## src/rtl/store_buffer_pkg.sv

```systemverilog
// Shared types for the MEM-stage posted-write store buffer.
package store_buffer_pkg;

    localparam int STORE_BUF_DEPTH = 4;

    typedef struct packed {
        logic [29:0] waddr;
        logic [3:0]  wmask;
        logic [31:0] wdata;
    } sb_entry_t;

    typedef enum logic [1:0] {
        SB_IDLE     = 2'd0,
        SB_ISSUE    = 2'd1,
        SB_WAIT_ACK = 2'd2
    } sb_state_t;

endpackage

```

## src/rtl/store_buffer.sv

```systemverilog
// In-order posted-write buffer: queues formatted stores, drains them one at a time
// to data memory, flags loads that alias a pending store word, reports write errors.
module store_buffer
    import store_buffer_pkg::*;
#(
    parameter int DEPTH  = STORE_BUF_DEPTH,
    parameter int ADDR_W = 32
) (
    input  logic              CLK,
    input  logic              RST,
    input  logic              ST_VALID,
    input  logic [ADDR_W-1:0] ST_ADDR,
    input  logic [3:0]        ST_WMASK,
    input  logic [31:0]       ST_WDATA,
    output logic              ST_READY,
    input  logic              LD_CHECK_VALID,
    input  logic [ADDR_W-1:0] LD_CHECK_ADDR,
    output logic              LD_HAZARD,
    output logic              DRAINED,
    output logic              DMEM_REQ_VALID,
    input  logic              DMEM_REQ_READY,
    output logic [ADDR_W-1:0] DMEM_REQ_ADDR,
    output logic [3:0]        DMEM_REQ_WMASK,
    output logic [31:0]       DMEM_REQ_WDATA,
    input  logic              DMEM_RESP_VALID,
    input  logic              DMEM_RESP_ERR,
    output logic              STORE_FAULT,
    output logic [ADDR_W-1:0] STORE_FAULT_ADDR
);

    localparam int PTR_W = $clog2(DEPTH);
    localparam int CNT_W = PTR_W + 1;

    sb_entry_t          ent [DEPTH];
    logic [DEPTH-1:0]   vld;
    logic [PTR_W-1:0]   head, tail;
    logic [CNT_W-1:0]   count;
    sb_state_t          state, state_nxt;

    logic               push, pop, issue;
    logic               hz;
    logic [29:0]        ld_waddr;
    logic [29:0]        st_waddr;
    logic               unused_lsbs;

    assign unused_lsbs = ^{ST_ADDR[1:0], LD_CHECK_ADDR[1:0]};

    assign st_waddr = 30'(ST_ADDR[ADDR_W-1:2]);
    assign ld_waddr = 30'(LD_CHECK_ADDR[ADDR_W-1:2]);

    // A zero mask is a suppressed store: handshaken but never queued.
    assign ST_READY = (count != CNT_W'(DEPTH));
    assign push     = ST_VALID & ST_READY & (|ST_WMASK);
    assign pop      = (state == SB_WAIT_ACK) & DMEM_RESP_VALID;
    assign issue    = (state == SB_ISSUE);
    assign DRAINED  = (count == '0) & (state == SB_IDLE);

    // Payload storage needs no reset; vld qualifies every use of it.
    always_ff @(posedge CLK) begin
        if (push)
            ent[tail] <= '{waddr: st_waddr, wmask: ST_WMASK, wdata: ST_WDATA};
    end

    always_ff @(posedge CLK or posedge RST) begin
        if (RST) begin
            vld              <= '0;
            head             <= '0;
            tail             <= '0;
            count            <= '0;
            state            <= SB_IDLE;
            STORE_FAULT      <= 1'b0;
            STORE_FAULT_ADDR <= '0;
        end else begin
            state       <= state_nxt;
            STORE_FAULT <= pop & DMEM_RESP_ERR;
            if (pop & DMEM_RESP_ERR)
                STORE_FAULT_ADDR <= ADDR_W'({ent[head].waddr, 2'b00});
            if (push) begin
                vld[tail] <= 1'b1;
                tail      <= tail + PTR_W'(1);
            end
            if (pop) begin
                vld[head] <= 1'b0;
                head      <= head + PTR_W'(1);
            end
            case ({push, pop})
                2'b10:   count <= count + CNT_W'(1);
                2'b01:   count <= count - CNT_W'(1);
                default: count <= count;
            endcase
        end
    end

    // At most one write outstanding; head stays put until its ack.
    always_comb begin
        state_nxt = state;
        case (state)
            SB_IDLE:     if (count != '0) state_nxt = SB_ISSUE;
            SB_ISSUE:    if (DMEM_REQ_READY) state_nxt = SB_WAIT_ACK;
            SB_WAIT_ACK: if (DMEM_RESP_VALID)
                             state_nxt = (count > CNT_W'(1)) ? SB_ISSUE : SB_IDLE;
            default:     state_nxt = SB_IDLE;
        endcase
    end

    assign DMEM_REQ_VALID = issue;
    assign DMEM_REQ_ADDR  = issue ? ADDR_W'({ent[head].waddr, 2'b00}) : '0;
    assign DMEM_REQ_WMASK = issue ? ent[head].wmask : 4'h0;
    assign DMEM_REQ_WDATA = issue ? ent[head].wdata : 32'h0;

    // In-flight head is still valid here, so it is covered too.
    always_comb begin
        hz = 1'b0;
        for (int i = 0; i < DEPTH; i++)
            if (vld[i] && (ent[i].waddr == ld_waddr))
                hz = 1'b1;
    end

    assign LD_HAZARD = LD_CHECK_VALID & hz;

endmodule

```

## config.mk

```make
export PLATFORM = sky130hd
export DESIGN_NAME = store_buffer
export DESIGN_NICKNAME = d
export VERILOG_FILES = /design/src/rtl/store_buffer_pkg.sv /design/src/rtl/store_buffer.sv
export SDC_FILE = /design/constraint.sdc
export NUM_CORES = 1
export LEC_CHECK = 0
export ABC_AREA = 0
export CORE_MARGIN = 1.5
export CORE_UTILIZATION = 49
export DETAILED_ROUTE_END_ITERATION = 8
export PLACE_DENSITY = 0.78
export SETUP_SLACK_MARGIN = 0.05
export SLEW_MARGIN = 20
export SYNTH_ARGS = -nofsm -noshare
export SYNTH_HDL_FRONTEND = slang
export SYNTH_SLANG_ARGS = --single-unit
```

## constraint.sdc

```tcl
create_clock -name CLK -period 3 [get_ports CLK]
set_input_delay 0.75 -clock CLK [delete_from_list [all_inputs] [get_ports CLK]]
set_output_delay 0.75 -clock CLK [all_outputs]
set_load 0.01 [all_outputs]
```

* Word level (Yosys, flattened, before mapping)
Memory sizes are Yosys's and may differ from the RTL's. Index checks and enable logic that the tools add are counted.
Operators by class: multiplexer cells 21, reductions and logical operators 12, equality and inequality tests 12, bitwise logic cells 9, order comparisons 5, add/subtract/negate cells 4
Operator list (number):
- 30-bit equality test | 4
- 32-bit two-way mux | 2
- 4-bit two-way mux | 3
- 1-bit two-way mux | 9
- 1-bit AND | 6
- 1-bit logical AND | 6
- 2-bit by 3-bit < comparator with 1-bit output, second input constant | 2
- 2-bit two-way mux | 3
- 2-bit one-hot mux with 3 select lines | 1
- 3-bit one-hot mux with 2 select lines | 1
- 2-bit by 1-bit adder with 2-bit output, second input constant | 2
- 4-bit AND | 1
- 1-bit demux with 2-bit select | 2
- 2-bit by 1-bit equality test with 1-bit output, second input constant | 2
- 2-bit equality test, second input constant | 2
- 2-bit by 1-bit >= comparator with 1-bit output, second input constant | 2
- 2-bit != test, second input constant | 2
- 4-bit inverter | 1
- 4-bit bitwise OR | 1
- 4-bit OR reduction | 1
- 3-bit by 1-bit adder with 3-bit output, second input constant | 1
- 3-bit by 1-bit greater-than comparator with 1-bit output, second input constant | 1
- 3-bit zero test | 1
- 3-bit != test, second input constant | 1
- 6 further kinds | 6
Word-level totals: memory bits (writable) 264, register bits after elaboration 44, memories kept 1
Memories:
- ent | words 4, bits a word 66, read ports 5, clocked after Yosys merged registers in 0, wr ports 1, RTL line store_buffer.sv:34 | sb_entry_t ent [DEPTH];

* Depth between registers and ports, before layout
depth after elaboration 8, mapped depth 10, depth with buffers taken out 10

* Worst setup path after synthesis
No wires, ideal clock.
path kind reg2reg, start point register count[0], end point memory ent[2][0] (netlist name), enable pin, cell stages (with the launch flop) 7, required time 2.568 ns, arrival time 2.756 ns, clock period less this slack 3.188 ns, slack -0.188 ns, cells stage by stage dfrtp_1 -> inv_1 -> ha_1 -> nand2_1 -> nand2_1 -> nor2_1 -> and2_1
Between the ends: cells in the longest elaborated chain, start to end 5
Ends and longest elaborated chain:
- start: declaration | RTL line store_buffer.sv:37 | logic [CNT_W-1:0] count;
- start signal: assignment | RTL line store_buffer.sv:87 | 2'b10: count <= count + CNT_W'(1);
- start signal: assignment | RTL line store_buffer.sv:88 | 2'b01: count <= count - CNT_W'(1);
- start signal: assignment | RTL line store_buffer.sv:89 | default: count <= count;
- 3-bit != test | RTL line store_buffer.sv:52 | assign ST_READY = (count != CNT_W'(DEPTH));
- net ST_READY | RTL line store_buffer.sv:15 | output logic ST_READY,
- 1-bit AND (2 in series) | RTL line store_buffer.sv:53 | assign push = ST_VALID & ST_READY & (|ST_WMASK);
- 1-bit two-way mux | RTL line store_buffer.sv:60 | if (push)
- 1-bit two-way mux (implied by the code) | RTL line store_buffer.sv:61 | ent[tail] <= '{waddr: st_waddr, wmask: ST_WMASK, wdata: ST_WDATA};
- end: declaration | RTL line store_buffer.sv:34
The timed path passes the listed nets, and every way through them passes these cells.

* Worst setup path in the final report
start point input port LD_CHECK_ADDR[3], end point output port LD_HAZARD
Between the ends: cells in the longest elaborated chain, start to end 7
Ends and longest elaborated chain:
- start: declaration | RTL line store_buffer.sv:17 | input logic [ADDR_W-1:0] LD_CHECK_ADDR,
- 30-bit equality test | RTL line store_buffer.sv:115 | if (vld[i] && (ent[i].waddr == ld_waddr))
- 1-bit logical AND | RTL line store_buffer.sv:115
- 1-bit two-way mux (3 in series) | RTL line store_buffer.sv:115
- 1-bit two-way mux (*) | RTL line store_buffer.sv:115
- 1-bit AND (*) | RTL line store_buffer.sv:119 | assign LD_HAZARD = LD_CHECK_VALID & hz;
- end: declaration | RTL line store_buffer.sv:18 | output logic LD_HAZARD,
Every way passes the cells marked *; elsewhere a longest branch is shown, timed or not.

==> impl_metrics.env <==
export IMPL_synthesis_area_sq_um=13290
export IMPL_vias_per_cell=5.514
export IMPL_floorplan_die_area_sq_um=28130
export IMPL_final_hold_violations=0
export IMPL_num_rows=60
export IMPL_cts_buffer_depth=3
export IMPL_cap_violations=0
export IMPL_finalCriticalPeriod_ns=3.194
export IMPL_worst_setup_path_start_kind="primary input"
export IMPL_seq_area_frac_synth=0.6792
export IMPL_nNetsFinal=1150
export IMPL_kind_of_path_behind_the_tightest_hold_check="flip-flop to flip-flop"
export IMPL_vdd_ir_drop_worst_v=0.0006515
export IMPL_drv_slew=0
export IMPL_chipWidth_um=167.7
export IMPL_syn_mean_instance_area_sq_um=17.96
export IMPL_num_io_pins=212
export IMPL_cts_root_buf="sky130_fd_sc_hd__clkbuf_16"
export IMPL_route_antenna_remaining_nets=0
export IMPL_drive_gt1_frac=0.3778
export IMPL_lkg_pwr_nw=6.543
export IMPL_route_final_wire_length_um=33050
export IMPL_drc_violation_count_after_routing=0
export IMPL_setup_violations_final=1
export IMPL_tightestPinTransition_ns=0.5668
export IMPL_cts_made_buffers=34
export IMPL_worst_path_max_fanout=3
export IMPL_globalRouteTotalUtil=0.2362
export IMPL_fillerInstances=1812
export IMPL_worst_clock_skew_ns=0.01934
export IMPL_synthesis_instances=740
export IMPL_grt_start_max_net_pins=51
export IMPL_cp_data_required_time_ns=2.25
export IMPL_finalCoreUtilization=0.6671
export IMPL_power_per_cell_area_nw_per_um2=955.1
export IMPL_gp_routability_congestion=0.8700
export IMPL_globalRouteOverflowTotal=0
export IMPL_ys_ff_latch=308
export IMPL_ctsHtreeMaxLevel=2
export IMPL_groute_layer_met1_usage=0.3000
export IMPL_achievable_frequency_mhz=313.0
export IMPL_groute_layer_met2_usage=0.3960
export IMPL_finalWorstSetupSlack_ns=-0.1945
export IMPL_initial_cell_density_of_the_core=0.4960
export IMPL_tritoncts="built"
export IMPL_place_ws_ns=-1.040
export IMPL_antenna_violations_before_repair=7
export IMPL_grt_first_pass_wirelength_um=49200
export IMPL_numClockSinks=308
export IMPL_postCtsHoldBufs=0
export IMPL_port_buffers=203
export IMPL_yosys_cell_types_count=32
export IMPL_coreArea_sq_um=26800
export IMPL_critPathKind="primary input to output port"
export IMPL_num_vias=7725
export IMPL_first_global_vias=8127
export IMPL_worstPathArrival_ns=2.44
export IMPL_rsz0062_at_grt="true"
export IMPL_synthesis_yosys_warnings=0
export IMPL_final_period_utilization=1.065
export IMPL_areaGrowthSynthToFinish_pct=34.49
export IMPL_endpoint_type_of_the_worst_setup_path="output port"
export IMPL_hpwlAfterDp_um=21510
export IMPL_initialDrtViolationCount=535
export IMPL_wl_per_cell_um=23.59
export IMPL_max_slew_margin_rel=0.6207
export IMPL_clkTransAtPathRegs_ns=0.06
export IMPL_global_route_usage_met3=0.06500
export IMPL_die_height_um=167.7
export IMPL_run_status="finished with violations"
export IMPL_drt_pre_antenna_iters=4
export IMPL_most_used_layer_global_route="met2"
export IMPL_clock_latency_ns=0.51
export IMPL_failed_checks="negative setup slack"
where the power goes:
part / switching (mW) / internal (mW)
registers: 0.495 / 5.70
clock network: 1.62 / 2.39
logic: 3.03 / 3.85
metrics by stage:
step	std cells	hold WS [ns]	total power [mW]	instance area, sq um	TNS (ns)
3_3_place_gp	1299	0.4864	12.16	16140	-0.9883
3_5_place_dp	1299	0.4917	12.26	16140	-1.040
4_1_cts	1382	0.5042	16.76	17680	-0.3758
2_1_floorplan	743	0.4699	9.409	13310	0
6_report	1401	0.5040	17.08	17880	-0.1945
5_1_grt	1399	0.5175	17.83	17870	-0.4463
final cells by class:
class / count / area [sq um] / share of cell area
Antenna cell: 4 / 10.01 / 0.0005598
Clock buffer: 51 / 998.5 / 0.05584
Clock inverter: 11 / 80.08 / 0.004479
Inverter: 12 / 45.04 / 0.002519
Multi-Input combinational cell: 378 / 4308 / 0.2409
Sequential cell: 308 / 9036 / 0.5054
Tap cell: 341 / 426.7 / 0.02386
Timing Repair Buffer: 296 / 2975 / 0.1664
worst max-delay path: stages:
cell,delay (ns)
sky130_fd_sc_hd__dlygate4sd2_1,0.30
sky130_fd_sc_hd__buf_6,0.16
sky130_fd_sc_hd__xnor2_2,0.15
sky130_fd_sc_hd__nand4_1,0.15
sky130_fd_sc_hd__nor4_2,0.28
sky130_fd_sc_hd__nand4_1,0.16
sky130_fd_sc_hd__a41oi_2,0.31
sky130_fd_sc_hd__buf_2,0.18
final timing paths:
kind	startpoint	to	slack (ns)	cells past startpoint
worst max-delay path	LD_CHECK_ADDR[3]	LD_HAZARD	-0.19	8
max in group asynchronous	RST	STORE_FAULT_ADDR[8]	1.83	3
worst min-delay path	STORE_FAULT_ADDR[24]	STORE_FAULT_ADDR[24]	0.50	1
worst max register to register	count[0]	ent[2][6]	0.70	7
min in group asynchronous	RST	tail[1]	0.51	2
worst min register to register	STORE_FAULT_ADDR[24]	STORE_FAULT_ADDR[24]	0.50	1
registers in the layout (all words and copies together) (netlist names):
register / count
count: 3
vld: 4
ent: 264
tail: 2
STORE_FAULT_ADDR: 30
head: 2
STORE_FAULT: 1
state: 2
timing repair:
| action | CTS | global route |
|---|---|---|
| setup buffers | 15 | 16 |
| gates resized for setup | 337 | 106 |
| gates cloned | 6 | 3 |
| pin swaps | 40 | 16 |
| setup endpoints to repair | 67 | 63 |
routing by layer:
| layer | up-vias | routed length [um] | share of wire |
|---|---|---|---|
| li1 | 3403 | - | - |
| met1 | 3927 | 12990 | 0.39 |
| met2 | 334 | 16420 | 0.50 |
| met3 | 59 | 2811 | 0.085 |
| met4 | 2 | 812 | 0.025 |
| met5 | - | 13 | 0.00039 |
layout by cell type, fill, tap and decap left out, types with 2 or more instances in the layout:
cell	synthesis	routed
sky130_fd_sc_hd__edfxtp_1	264	264
sky130_fd_sc_hd__clkdlybuf4s50_1	0	106
sky130_fd_sc_hd__mux4_2	66	66
sky130_fd_sc_hd__xnor2_1	80	59
sky130_fd_sc_hd__buf_4	4	50
sky130_fd_sc_hd__xor2_1	45	45
sky130_fd_sc_hd__dfrtp_1	44	42
sky130_fd_sc_hd__and2_4	0	40
sky130_fd_sc_hd__clkbuf_16	0	40
sky130_fd_sc_hd__buf_6	5	39
sky130_fd_sc_hd__mux2_2	30	30
sky130_fd_sc_hd__and2_1	70	30
sky130_fd_sc_hd__nand4_1	24	24
sky130_fd_sc_hd__clkbuf_2	0	24
sky130_fd_sc_hd__buf_2	7	24
sky130_fd_sc_hd__buf_12	1	22
sky130_fd_sc_hd__xnor2_2	0	19
sky130_fd_sc_hd__clkdlybuf4s15_2	0	14
sky130_fd_sc_hd__ha_1	13	13
sky130_fd_sc_hd__clkbuf_1	23	12
sky130_fd_sc_hd__inv_1	12	11
sky130_fd_sc_hd__nor4_1	17	9
sky130_fd_sc_hd__dlygate4sd2_1	0	9
sky130_fd_sc_hd__nor4_2	0	8
sky130_fd_sc_hd__nand2_1	7	7
sky130_fd_sc_hd__clkinv_2	0	7
sky130_fd_sc_hd__o21ai_0	5	5
sky130_fd_sc_hd__diode_2	0	4
sky130_fd_sc_hd__a2bb2oi_1	4	4
sky130_fd_sc_hd__conb_1	1	4
sky130_fd_sc_hd__nor2_1	3	3
sky130_fd_sc_hd__buf_16	0	3
sky130_fd_sc_hd__nand2b_1	2	2
sky130_fd_sc_hd__xnor2_4	0	2
sky130_fd_sc_hd__clkbuf_8	0	2
sky130_fd_sc_hd__clkinv_1	0	2
sky130_fd_sc_hd__dfrtp_4	0	2
synth_stat cells, drive strengths merged:
master	count	area, sq um
nor4	17	106.4
o21ai	5	25.02
a21o	1	7.510
nor2	4	22.52
mux2	30	337.8
and2	70	437.9
ha	13	162.7
a21oi	1	5.000
mux2i	1	10.01
edfxtp	264	7928
nor3	1	5.000
nand2b	2	12.51
a2bb2oi	4	35.03
xnor2	80	700.7
inv	12	45.04
a41oi	1	8.760
mux4	66	1486
a211oi	1	7.510
nand4	24	150.1
nor2b	1	6.260
conb	1	3.750
buf	22	182.7
dfrtp	44	1101
clkbuf	23	86.33
xor2	45	394.1
nand2	7	26.28
cell families after synthesis:
group,after synthesis,share of synthesized area
and+or+nand+nor,126,0.05769
adders and majority gates,13,0.01224
DFF,308,0.6792
xor gates and xnor gates,125,0.08235
AOI/OAI and AO/OA,13,0.006682
buffers and inverters,57,0.02362
muxes,97,0.1380
other,1,0.0002821
(Power assumes the default switching activity.)
